### config.mk
export PLATFORM = sky130hd
export DESIGN_NAME = current_adc_sampler
export DESIGN_NICKNAME = d
export VERILOG_FILES = /design/src/rtl/current_adc_sampler.sv
export SDC_FILE = /design/constraint.sdc
export NUM_CORES = 1
export LEC_CHECK = 0
export CAP_MARGIN = 40
export CORE_MARGIN = 3
export CORE_UTILIZATION = 56
export CTS_CLUSTER_DIAMETER = 200
export DETAILED_ROUTE_END_ITERATION = 6
export GPL_TIMING_DRIVEN = 0
export PLACE_DENSITY = 0.87
export SYNTH_ARGS = -nofsm -noshare
export SYNTH_HDL_FRONTEND = slang
export SYNTH_SLANG_ARGS = --single-unit
### constraint.sdc
create_clock -name clk -period 3.9 [get_ports clk]
set_input_delay 0.585 -clock clk [delete_from_list [all_inputs] [get_ports clk]]
set_output_delay 0.585 -clock clk [all_outputs]
set_load 0.05 [all_outputs]
### src/rtl/current_adc_sampler.sv
// current_adc_sampler: periodic 12-bit serial ADC reader with power-of-two sample averaging.
// Ports:
//   clk            system clock, all logic on rising edge
//   rst_n          synchronous active-low reset
//   adc_miso       serial data from the ADC
//   adc_cs_n       ADC chip select, active-low
//   adc_sclk       ADC serial clock, idle low
//   adc_raw        last raw conversion result
//   current_b_out  average of the last 2^AVG_LOG2 conversions
//   sample_valid   one-cycle pulse when current_b_out updates
module current_adc_sampler #(
  parameter int CLK_DIV       = 25,
  parameter int SAMPLE_PERIOD = 5000,
  parameter int AVG_LOG2      = 3
) (
  input  logic        clk,
  input  logic        rst_n,
  input  logic        adc_miso,
  output logic        adc_cs_n,
  output logic        adc_sclk,
  output logic [11:0] adc_raw,
  output logic [11:0] current_b_out,
  output logic        sample_valid
);
  localparam int DW = $clog2(CLK_DIV);
  localparam int PW = $clog2(SAMPLE_PERIOD);
  localparam int AW = 12 + AVG_LOG2;
  typedef enum logic [2:0] {IDLE, CS_SETUP, SHIFT, CS_HOLD, UPDATE} state_t;
  state_t                r_state, w_next;
  logic [DW-1:0]         r_div;
  logic [PW-1:0]         r_per;
  logic                  r_tick;
  logic                  r_sclk;
  logic [3:0]            r_bit;
  logic [11:0]           r_shift;
  logic [AW-1:0]         r_acc;
  logic [AVG_LOG2-1:0]   r_cnt;
  logic                  w_div_end, w_per_end, w_last;
  logic [AW-1:0]         w_sum;
  assign w_div_end = r_div == DW'(CLK_DIV - 1);
  assign w_per_end = r_per == PW'(SAMPLE_PERIOD - 1);
  assign w_last    = r_cnt == '1;
  assign w_sum     = r_acc + AW'(adc_raw);
  assign adc_sclk  = r_sclk;
  always_ff @(posedge clk)
    if (!rst_n) r_state <= IDLE;
    else        r_state <= w_next;
  always_comb begin
    w_next   = r_state;
    adc_cs_n = 1'b1;
    case (r_state)
      IDLE:     w_next = r_tick ? CS_SETUP : IDLE;
      CS_SETUP: begin adc_cs_n = 1'b0; w_next = w_div_end ? SHIFT : CS_SETUP; end
      SHIFT:    begin adc_cs_n = 1'b0; w_next = (w_div_end && r_sclk && r_bit == 4'd15) ? CS_HOLD : SHIFT; end
      CS_HOLD:  begin adc_cs_n = 1'b0; w_next = w_div_end ? UPDATE : CS_HOLD; end
      default:  w_next = IDLE;
    endcase
  end
  always_ff @(posedge clk) begin
    if (!rst_n) begin
      r_per         <= '0;
      r_tick        <= 1'b0;
      r_div         <= '0;
      r_sclk        <= 1'b0;
      r_bit         <= '0;
      r_shift       <= '0;
      r_acc         <= '0;
      r_cnt         <= '0;
      adc_raw       <= '0;
      current_b_out <= '0;
      sample_valid  <= 1'b0;
    end else begin
      r_per        <= w_per_end ? '0 : r_per + 1'b1;
      r_tick       <= w_per_end;
      sample_valid <= 1'b0;
      r_div        <= (!adc_cs_n && !w_div_end) ? r_div + 1'b1 : '0;
      if (r_state == SHIFT && w_div_end) begin
        r_sclk <= !r_sclk;
        // the 16th bit is a trailing null, so only bits 1-15 enter the shifter
        if (!r_sclk && r_bit != 4'd15) r_shift <= {r_shift[10:0], adc_miso};
        if (r_sclk) r_bit <= r_bit + 1'b1;
      end
      if (r_state == CS_HOLD && w_div_end) adc_raw <= r_shift;
      if (r_state == UPDATE) begin
        r_cnt <= r_cnt + 1'b1;
        r_acc <= w_last ? '0 : w_sum;
        if (w_last) begin
          current_b_out <= w_sum[AW-1:AVG_LOG2];
          sample_valid  <= 1'b1;
        end
      end
    end
  end
endmodule

; After elaboration in Yosys (flattened, before gate mapping)
; Cells that the tools add are included.
[totals]
register_bits = 82
input_bits = 3
out_inout_bits = 27
wordCells = 51
[classes]
n_eq_ne = 9
add_sub_neg = 5
muxes = 8
bitwise_logic = 1
reduce_logical = 16
[op_table]
columns = op, n
row1 = 15-bit by 12-bit adder with 15-bit output, 1
row2 = 15-bit 2-to-1 mux, 1
row3 = "13-bit by 1-bit adder with 13-bit output, second input constant", 1
row4 = "13-bit equality test, second input constant", 1
row5 = 3-bit one-hot mux with 4 select lines, 1
row6 = 2-bit AND reduction, 5
row7 = "3-bit by 2-bit equality test with 1-bit output, second input constant", 2
row8 = "3-bit equality test, second input constant", 2
row9 = 1-bit logical AND, 6
row10 = "5-bit by 1-bit adder with 5-bit output, second input constant", 1
row11 = "5-bit equality test, second input constant", 1
row12 = "4-bit by 1-bit adder with 4-bit output, second input constant", 1
row13 = "4-bit equality test, second input constant", 1
row14 = 1-bit 2-to-1 mux, 4
row15 = "4-bit != test, second input constant", 1
row16 = "3-bit by 1-bit adder with 3-bit output, second input constant", 1
row17 = "3-bit by 1-bit equality test with 1-bit output, second input constant", 1
row18 = 3-bit zero test, 1
row19 = 3-bit 2-to-1 mux, 1
row20 = 3-bit OR reduction, 1
row21 = 1-bit zero test, 2
row22 = 2-bit 2-to-1 mux, 1
row23 = 2-bit OR reduction, 1
row24 = 1-bit inverter, 1

; Longest topological paths before layout
[logic_depth]
ltp_word = 5
ltp_mapped = 10
depth_no_buf = 8

; Worst setup path before layout
; No wires, ideal clock.
[synth_path]
path_kind = flip-flop to flip-flop
from = register adc_raw[0]
to = register r_acc[14]
setup_slack_ns = 1.415
path_stages_with_launch = 9
arrival_ns = 2.411
t_required_ns = 3.826
cell_sequence = dfxtp_1 ha_1 fa_1 a211oi_2 o21ai_1 a22oi_2 a211oi_1 or3b_1 a31oi_1
[synth_between]
elab_chain_cells = 2
[synth_lines]
columns = item, line_no
row1 = from (decl), 21  ; output logic [11:0] adc_raw,
row2 = from (signal assigned), 83  ; if (r_state == CS_HOLD && w_div_end) adc_raw <= r_shift;
row3 = 15-bit by 12-bit adder with 15-bit output, 43  ; assign w_sum = r_acc + AW'(adc_raw);
row4 = 15-bit 2-to-1 mux, 86  ; r_acc <= w_last ? '0 : w_sum;
row5 = to (signal assigned), 86
row6 = to (decl), 36  ; logic [AW-1:0] r_acc;
; No other way between the ends.
; A chain may end at the register's enable or synchronous reset.

; Worst setup path in the final report
[layout_path]
from = register r_state[0]
to = output port adc_cs_n
[layout_between]
elab_chain_cells = 3
word_cells_on_any_way = 5
[layout_lines]
columns = item, line_no
row1 = from (decl), 29  ; state_t r_state, w_next;
row2 = from (signal assigned), 47  ; else r_state <= w_next;
row3 = 3-bit by 2-bit equality test with 1-bit output / 3-bit by 1-bit equality test with 1-bit output (equally long branches), 51  ; case (r_state)
row4 = 3-bit OR reduction (no line) *, -
row5 = 1-bit 2-to-1 mux *, 51
row6 = to (decl), 19  ; output logic adc_cs_n,
; Mark *: on every way between the ends. The rest lies on a longest branch, timed or not.

==> impl_metrics.env <==
export IMPL_numCtsBuffers=9
export IMPL_crit_buf_inv=1
export IMPL_synth_top_family_by_area="simple AND/OR/NAND/NOR gates"
export IMPL_finish_instance_area_sq_um=4260
export IMPL_critical_path_top_delay_family="buffers and inverters"
export IMPL_most_common_layout_cells="82 x dfxtp_1, 73 x nor2_1, 34 x nand2_1"
export IMPL_critical_path_class="flop to output pin"
export IMPL_maxSlewHeadroom_pct=55.8
export IMPL_setup_viol=0
export IMPL_chipWidth_um=87.1
export IMPL_synth_mux_area_share_pct=6.79
export IMPL_avgSynthCellArea_sq_um=8.86
export IMPL_p_clk_share_pct=40.5
export IMPL_start_util_pct=60.1
export IMPL_ys_types=48
export IMPL_timing_hold_ws_ns=0.457
export IMPL_dpl_cell_area_sq_um=4070
export IMPL_firstDrtPassIters=4
export IMPL_final_common_cell="dfxtp_1"
export IMPL_met1_usage_pct=28.4
export IMPL_setup_tns_ns=0
export IMPL_p_int_mw=1.12
export IMPL_ant_nets=0
export IMPL_post_cts_setup_buffer_count=0
export IMPL_start_kind="flop"
export IMPL_drt_iter0_markers=233
export IMPL_arrival_ns=1.99
export IMPL_grt_overflow_total=0
export IMPL_worstRegToRegCells=8
export IMPL_clk_path_buf_depth=2
export IMPL_min_period_over_period_pct=66.0
export IMPL_synth_edf_count=0
export IMPL_dpl_hpwl_um=5900
export IMPL_ys_seq_area_share_pct=44.5
export IMPL_place_congestion=0.906
export IMPL_synth_compound_area_share_pct=11.2
export IMPL_worstPathCellList="nor2_1 -> or2_2 -> clkdlybuf4s50_1"
export IMPL_final_layout_size_suffix_gt1_share_pct=5.42
export IMPL_ir_worst_vdd_v=0.000300
export IMPL_fin_crit_ns=2.57
export IMPL_yosys_area_share_simple_pct=20.8
export IMPL_dp_slack_ns=1.46
export IMPL_grt_usage_pct=24.1
export IMPL_vias_per_cell=5.80
export IMPL_synth_ff_type="dfxtp_1"
export IMPL_swShare_pct=24.7
export IMPL_netlist_instances=416
export IMPL_ys_warn_count=0
export IMPL_yosys_area_share_adder_pct=6.65
export IMPL_diodes=0
export IMPL_cp_num_cells=3
export IMPL_synth_area_leader_cell="dfxtp_1"
export IMPL_ys_async_sr_fraction_pct=0
export IMPL_worst_setup_path_end_kind="output pin"
export IMPL_cpPeakStageDelay_ns=0.79
export IMPL_mappedNetlistArea_sq_um=3690
export IMPL_p_sw_mw=0.366
export IMPL_io_pins=30
export IMPL_synthTopCellsByArea="dfxtp_1 45%, nor2_1 7.4%, mux2i_1 6.8%"
export IMPL_max_freq_mhz=389
export IMPL_clk_pin_slew_worst_paths_ns=0.09
export IMPL_post_route_drc_count=0
export IMPL_cap_violations=0
export IMPL_core_sq_um=6130
export IMPL_htree_levels=3
export IMPL_met3_usage_pct=8.04
export IMPL_fin_util_pct=69.5
export IMPL_ctsHoldBuffers=0
export IMPL_finalHoldViolCount=0
export IMPL_finalMaxSlewViolations=0
export IMPL_wl_per_cell_um=15.3
export IMPL_grt_busiest_layer="met2"
export IMPL_rsz0062_at_grt="no"
export IMPL_layout_nets=478
export IMPL_cts_tree="done"
export IMPL_clk_latency_ns=0.37
export IMPL_p_per_area_nw_per_um2=348
export IMPL_num_rows=28
export IMPL_power_leakage_nw=1.76
export IMPL_hold_path_class="flop to flop"
export IMPL_numPortBuffers=29
export IMPL_pwr_share_comb_pct=2.3
export IMPL_placed_cells=520
export IMPL_layout_setup_ws_ns=1.33
export IMPL_cts_root_buffer="clkbuf_8"
export IMPL_cts_resized=0
export IMPL_fp_dieH_um=87.1
export IMPL_yosysTopAreaCellShare_pct=44.5
export IMPL_synth_xor_area_share_pct=6.89
export IMPL_cts_sinks=82
export IMPL_dieArea_sq_um=7590
export IMPL_vias=3109
export IMPL_tightest_slew_ns=0.660
export IMPL_synth_seq_cells=82
export IMPL_wirelength_um=8200
export IMPL_instances_no_fill=536
export IMPL_status="finished, final reports clean"
export IMPL_seq_power_share_pct=57.1
export IMPL_hold_depth=2
export IMPL_cp_slowest_cell="clkdlybuf4s50_1"
export IMPL_total_power_mw=1.48
export IMPL_grt_pass1_vias=3165
export IMPL_syn2layout_area_growth_pct=15.6
export IMPL_syn_nets=438
export IMPL_required_ns=3.31
export IMPL_skew_ns=0.0131
export IMPL_grt_pass1_wl_um=14300
export IMPL_grt_util_met2_pct=39.2
export IMPL_antenna_found_initial=0
export IMPL_grt_max_degree=17
export IMPL_crit_path_max_fanout=6
[logic make-up (layout without fill, tap and decap cells)]
group,after synthesis,after routing
multiplexers,25,25
AND/OR/NAND/NOR,167,167
buffers and inverters,28,73
XOR/XNOR,29,29
AO/OA/AOI/OAI,66,66
flip-flops,82,82
adder cells (fa/ha/maj),19,19
[per-layer routing]
layer | wire, um | up-vias
met5 | 0 | -
met4 | 358 | 0
met3 | 416 | 30
met2 | 3960 | 90
met1 | 3470 | 1465
li1 | - | 1524
[worst reg2reg max path, cell delays in order (launching register included)]
cell and delay (ns):
dfxtp_1 0.35, ha_1 0.23, fa_1 0.43, a211oi_2 0.32, o21ai_1 0.14, a22oi_2 0.27
a211oi_1 0.18, or3b_1 0.37, a31oi_1 0.16
[power groups by stage]
stage | clock network, mW | logic (mW) | registers [mW]
3_3_place_gp | 0 | 0.0326 | 0.867
3_5_place_dp | 0 | 0.0344 | 0.868
2_1_floorplan | 0 | 0.0233 | 0.866
5_1_grt | 0.648 | 0.0390 | 0.850
4_1_cts | 0.612 | 0.0345 | 0.848
6_report | 0.602 | 0.0347 | 0.848
[synth_stat cells, types with 3 or more instances]
cell type,number
a31oi_1,6
o211ai_1,4
o21ai_0,9
nor3_1,9
a22oi_1,5
nand4_1,7
xor2_1,13
mux2i_1,25
nor4_1,3
a21oi_1,28
xnor2_1,16
ha_1,18
and3_1,5
nand2_1,34
nand3_1,16
nor2_1,73
inv_1,10
dfxtp_1,82
nand2b_1,3
clkbuf_1,11
buf_2,3
[sequential cells by signal (all words and copies together), names as in the netlist]
signal         flops
adc_raw           12
r_per             13
current_b_out     12
sample_valid       1
adc_sclk           1
r_bit              4
r_tick             1
r_acc             15
r_cnt              3
r_div              5
r_shift           12
r_state            3
[worst paths after layout]
check / from / endpoint / slack, ns
worst max-delay path: r_state[0] / adc_cs_n / 1.33
worst min-delay path: current_b_out[4] / current_b_out[4] / 0.46
worst max register to register: adc_raw[0] / r_acc[14] / 1.38
worst min register to register: current_b_out[4] / current_b_out[4] / 0.46
[area by class of cell]
cell class / instances / area (sq um)
timing repair buffer: 29 / 290
tap: 75 / 93.8
clock inverter: 6 / 55.1
sequential: 82 / 1640
buffer: 18 / 80.1
inverter: 10 / 37.5
fill: 471 / 1870
multi-input combinational: 306 / 1930
clock buffer: 10 / 138
No activity file was read; power rests on OpenSTA's default activity.
